<file path="config.mk">
export PLATFORM = sky130hd
export DESIGN_NAME = irq_encoder_flat
export DESIGN_NICKNAME = d
export VERILOG_FILES = /design/src/rtl/irq_encoder_pkg.sv /design/src/rtl/irq_encoder_if.sv /design/src/rtl/irq_encoder_prio_enc32.sv /design/src/rtl/irq_encoder.sv /design/src/flat_wrapper.sv
export SDC_FILE = /design/constraint.sdc
export NUM_CORES = 1
export LEC_CHECK = 0
export CORE_ASPECT_RATIO = 0.9
export CORE_MARGIN = 4
export CORE_UTILIZATION = 35
export DETAILED_ROUTE_END_ITERATION = 8
export PLACE_DENSITY = 0.76
export SKIP_CTS_REPAIR_TIMING = 1
export SLEW_MARGIN = 20
export SYNTH_ARGS = -nofsm -noshare
export SYNTH_HDL_FRONTEND = slang
export SYNTH_SLANG_ARGS = --single-unit
</file>
<file path="constraint.sdc">
create_clock -name clk -period 2 [get_ports clk]
set_input_delay 0.3 -clock clk [delete_from_list [all_inputs] [get_ports clk]]
set_output_delay 0.3 -clock clk [all_outputs]
set_load 0.02 [all_outputs]
</file>
<file path="src/rtl/irq_encoder_pkg.sv">
// Shared constants and types for the interrupt priority encoder.
package irq_pkg;
    localparam int IRQ_LINES  = 32;
    localparam int IRQ_CODE_W = 5;

    typedef enum logic [1:0] {
        IDLE  = 2'd0,
        OFFER = 2'd1,
        CLR   = 2'd2
    } irq_state_e;

    localparam logic [IRQ_CODE_W-1:0] NO_IRQ = '0;

    // One-hot line vector selecting the line named by a code.
    function automatic logic [IRQ_LINES-1:0] code_onehot(input logic [IRQ_CODE_W-1:0] c);
        return IRQ_LINES'(1) << c;
    endfunction
endpackage

</file>
<file path="src/rtl/irq_encoder_if.sv">
// Request/offer/acknowledge bundle between peripherals, the encoder and CP0.
interface irq_encoder_if;
    import irq_pkg::*;

    logic [IRQ_LINES-1:0]  req_n;
    logic [IRQ_LINES-1:0]  mask;
    logic [IRQ_CODE_W-1:0] code;
    logic                  valid;
    logic                  ack;
    logic [IRQ_LINES-1:0]  pending;

    modport slave  (input  req_n, mask, ack, output code, valid, pending);
    modport master (output req_n, mask, ack, input  code, valid, pending);
endinterface

</file>
<file path="src/rtl/irq_encoder_prio_enc32.sv">
// Combinational lowest-index-wins encoder over lines 1..31; line 0 never wins.
module prio_enc32
    import irq_pkg::*;
(
    input  logic [IRQ_LINES-1:0]  i_cand,
    output logic [IRQ_CODE_W-1:0] o_idx,
    output logic                  o_any
);
    logic [IRQ_LINES-1:0] w_cand;

    assign w_cand = i_cand & ~IRQ_LINES'(1);
    assign o_any  = |w_cand;

    // Scan downwards so the lowest set index is the last one written.
    always_comb begin
        o_idx = NO_IRQ;
        for (int i = IRQ_LINES - 1; i >= 1; i--) begin
            if (w_cand[i]) begin
                o_idx = IRQ_CODE_W'(i);
            end
        end
    end
endmodule

</file>
<file path="src/rtl/irq_encoder.sv">
// Pending-request register plus IDLE/OFFER/CLR handshake that offers the
// lowest-numbered enabled pending line to the exception logic.
module irq_encoder
    import irq_pkg::*;
#(
    parameter bit STICKY = 1'b1
)(
    input  logic          clk,
    input  logic          rst_n,
    irq_encoder_if.slave  bus
);
    localparam logic [1:0] S_IDLE  = IDLE;
    localparam logic [1:0] S_OFFER = OFFER;
    localparam logic [1:0] S_CLR   = CLR;

    logic [1:0]            r_state;
    logic [IRQ_CODE_W-1:0] r_code;
    logic [IRQ_LINES-1:0]  r_pending;

    logic [IRQ_LINES-1:0]  w_req;
    logic [IRQ_LINES-1:0]  w_cand;
    logic [IRQ_LINES-1:0]  w_clr;
    logic [IRQ_LINES-1:0]  w_pending_next;
    logic [IRQ_CODE_W-1:0] w_win;
    logic                  w_any;
    logic                  w_take;

    assign w_req  = ~bus.req_n & ~IRQ_LINES'(1);
    assign w_cand = r_pending & bus.mask;
    assign w_take = (r_state == S_OFFER) && bus.ack;
    assign w_clr  = w_take ? code_onehot(r_code) : '0;

    // OR-ing the request in after the clear makes a same-edge set win.
    assign w_pending_next = (STICKY ? (r_pending & ~w_clr) : '0) | w_req;

    prio_enc32 u_prio (
        .i_cand (w_cand),
        .o_idx  (w_win),
        .o_any  (w_any)
    );

    always_ff @(posedge clk or negedge rst_n) begin
        if (!rst_n) begin
            r_pending <= '0;
        end else begin
            r_pending <= w_pending_next;
        end
    end

    // The code is captured on entry to OFFER and held until acknowledged.
    always_ff @(posedge clk or negedge rst_n) begin
        if (!rst_n) begin
            r_state <= S_IDLE;
            r_code  <= NO_IRQ;
        end else begin
            case (r_state)
                S_IDLE: begin
                    if (w_any) begin
                        r_state <= S_OFFER;
                        r_code  <= w_win;
                    end
                end
                S_OFFER: begin
                    if (bus.ack) begin
                        r_state <= S_CLR;
                        r_code  <= NO_IRQ;
                    end
                end
                default: begin
                    r_state <= S_IDLE;
                    r_code  <= NO_IRQ;
                end
            endcase
        end
    end

    assign bus.code    = r_code;
    assign bus.valid   = (r_state == S_OFFER);
    assign bus.pending = r_pending;
endmodule
</file>
<file path="src/flat_wrapper.sv">
// flat-port wrapper written by rule: the top's interface ports become plain ports
module irq_encoder_flat import irq_pkg::*;
#(
    parameter bit STICKY = 1'b1
)
  (clk, rst_n, bus_req_n, bus_mask, bus_ack, bus_code, bus_valid, bus_pending);
  irq_encoder_if bus_i ();
  input  logic clk;
  input  logic rst_n;
  input wire logic [$bits(bus_i.req_n)-1:0] bus_req_n;
  input wire logic [$bits(bus_i.mask)-1:0] bus_mask;
  input wire logic [$bits(bus_i.ack)-1:0] bus_ack;
  output wire logic [$bits(bus_i.code)-1:0] bus_code;
  output wire logic [$bits(bus_i.valid)-1:0] bus_valid;
  output wire logic [$bits(bus_i.pending)-1:0] bus_pending;
  assign bus_i.req_n = bus_req_n;
  assign bus_i.mask = bus_mask;
  assign bus_i.ack = bus_ack;
  assign bus_code = bus_i.code;
  assign bus_valid = bus_i.valid;
  assign bus_pending = bus_i.pending;
  irq_encoder #(.STICKY(STICKY)) u_core (.clk(clk), .rst_n(rst_n), .bus(bus_i));
endmodule
</file>
==> results of run 1 <==
==> cell type report <==
class | count | area, sq um
fill | 472 | 1900
timing repair buffer | 141 | 1310
sequential | 39 | 978
multi-input combinational | 173 | 977
clock buffer | 7 | 86.3
tap | 67 | 83.8
clock inverter | 1 | 5.00
==> flip-flops by register name, summed over array words and instances, names as in the netlist <==
signal and cells:
u_core.bus.pending 32, u_core.r_state 2, u_core.bus.code 5
==> path summary, 6_finish.rpt <==
check                                      start               endpoint  slack (ns)  depth (start not counted)
max                        u_core.bus.pending[3]     u_core.bus.code[2]        0.02                          5
min                                 bus_req_n[9]  u_core.bus.pending[9]        0.47                          2
max reg2reg                u_core.bus.pending[3]     u_core.bus.code[2]        0.02                          5
min reg2reg                u_core.bus.pending[0]  u_core.bus.pending[0]        0.50                          1
max in group asynchronous                  rst_n  u_core.bus.pending[5]        0.87                          3
min in group asynchronous                  rst_n  u_core.bus.pending[9]        0.49                          2
==> metrics by stage <==
stage / instances / utilization / setup TNS [ns]
after floorplan: 217 / - / 0
after global placement: 419 / 0.625 / -0.987
after detailed placement: 419 / 0.625 / -1.14
after CTS: 427 / 0.642 / -0.0117
after global routing: 428 / 0.644 / -0.0189
final: 428 / 0.644 / 0
==> metal layers <==
| metal | vias up | track usage | routed length (microns) |
|---|---|---|---|
| met5 | - | 0 | 0 |
| met4 | 0 | 0.0521 | 83 |
| met3 | 8 | 0.0581 | 645 |
| met2 | 92 | 0.353 | 3470 |
| met1 | 1078 | 0.288 | 3100 |
| li1 | 1115 | - | - |
==> worst max-delay path, delay by kind of cell, from the launching register on <==
family / cells / cell delay, ns
AOI/OAI and AO/OA: 3 / 0.92
and+or+nand+nor: 2 / 0.53
DFF: 1 / 0.41
==> layout by cell type, fill, tap and decap left out, drive strengths merged, types with 3 or more instances in the layout <==
master / instances
a21oi: 3
a22o: 6
a22oi: 13
a31oi: 3
a32o: 6
buf: 39
clkbuf: 7
clkdlybuf4s50: 100
dfrtp: 39
nand2: 58
nand3: 8
nand3b: 6
nor2: 4
o21ai: 36
or3: 3
==> report_power, final <==
part | switching (uW) | total, uW | internal (uW)
combinational | 300 | 631 | 330
clock | 281 | 560 | 279
sequential | 67.6 | 900 | 832
==> kinds of logic (layout without fill, tap and decap cells) <==
logic type / after synthesis / after routing
flops: 39 / 39
simple gates: 90 / 90
buf+inv: 5 / 149
compound gates: 83 / 83
==> impl_results.md, run 1 <==
- Status: finished clean
- Synth Area in Simple Gates: 0.210
- Crit end category: flop
- Slew HR: 0.678
- Top-count cell post-synth: nand2_1
- Final setup vio count: 0
- VDD IR max: 430 uV
- Worst endpoint data arrival time: 2.15 ns
- DRT Pass-1 Iters: 4
- Endpoints failing hold: 0
- Placed cell area: 3340 sq um
- TritonCTS clock tree: done
- Mux share of post-synthesis cell area: 0
- Maxcap violations: 0
- Largest net degree at the start of global routing: 22
- Compound-Gate Fraction of Synth Area: 0.286
- Synthesis-to-finish area growth: 74.7%
- Post-Synthesis Cell Area: 1970 sq um
- First-pass GRT wire length: 11.6 mm
- Leading area contributor after synthesis: dfrtp_1
- Least-Margin Pin Slew: 0.483 ns
- DRC: 0
- Top cells by area, synth: dfrtp_1, nand2_1, o21ai_0
- Clock sinks: 39
- DP HPWL: 6.06 mm
- GRT Resource Usage Total: 0.217
- Clock latency on the worst-skew pair: 0.30 ns
- Worst path max stage delay: 0.44 ns
- Root buffer cell: clkbuf_8
- Final WS setup: 0.0222 ns
- Design Area, Final: 3440 sq um
- Vias post-DR: 2293
- Die ar.: 6900 sq um
- DP Worst Slack: -0.311 ns
- Post-synthesis adder-cell area fraction: 0
- Synth cell types: 35
- Layout Nets: 427
- Critical Path RT: 2.18 ns
- Die height: 79.2 microns
- Via density: 5.36
- Critical path's slowest cell: a222oi_1
- Fmax: 0.506 GHz
- Syn nets: 284
- Core Area: 5350 sq um
- Global placement routability congestion: 0.897
- DRT Wirelength: 7.30 mm
- Drt initial violations: 165
- Post-DRT Antenna Nets: 0
- Row cnt: 25
- I/O pin cnt: 105
- Async set-or-reset flop fraction in the synthesized netlist: 1.00
- CP Class: reg2reg
- Post-synth EDFFs: 0
- Xor and xnor area share after synthesis: 0
- Syn Area/Cell: 9.09 sq um
- Post-synth top flop: dfrtp_1
- H-tree depth: 2
- Worst hold slack: 0.475 ns
- Minimum clock period after layout: 1.98 ns
- Starting Density: 0.369
- Dominant combinational cell family by area after synthesis: compound AO/OA/AOI/OAI gates
- Sequential element share of the synthesized area: 0.495
- Clock skew: 0.0122 ns
- Fin crit share: 0.989
- N_diodes: 0
- Most frequent cells after synthesis: nand2_1, dfrtp_1, o21ai_0
- Die Width: 87.1 microns
- #FFs+latches synth: 39
- Pwr Density: 607 nW/um^2
- Avg WL per Cell: 17.0 microns
- Total of warnings raised by yosys: 0
- RSZ-0062 raised after global routing: yes
- CTS buffer count: 5
- Ratio of cells with drive above 1 in the final layout: 0.144
- Synth Instances: 217
- Global route overflow: 0
- Critical path peak fanout: 3
- Port-buffer cells: 102
- Hold/Removal Path Class: in2reg
- Power Total: 2090 uW
- Initial antenna violation count: 0
- Top cell type's share of synthesized area: 0.495
- Final slew viol count: 0
- Lkg Pwr: 0.00135 uW
- Clock Pin Slew Worst Setup and Hold Paths: 0.08 ns
- Max Root-Sink Buffers: 2
- Vias in the first global route: 2322
- CP Cell Sequence: a222oi_1, nand4_1, or3_4, o21a_1, a32o_2
- Startpoint Class: flop
Note: power is estimated with default switching activity, not from simulation.
==> run 2: changes to the inputs <==
- CTS_CLUSTER_DIAMETER: not set -> 120
==> results of run 2 <==
The final DEF is identical to that of run 1; final timing and power are the same.
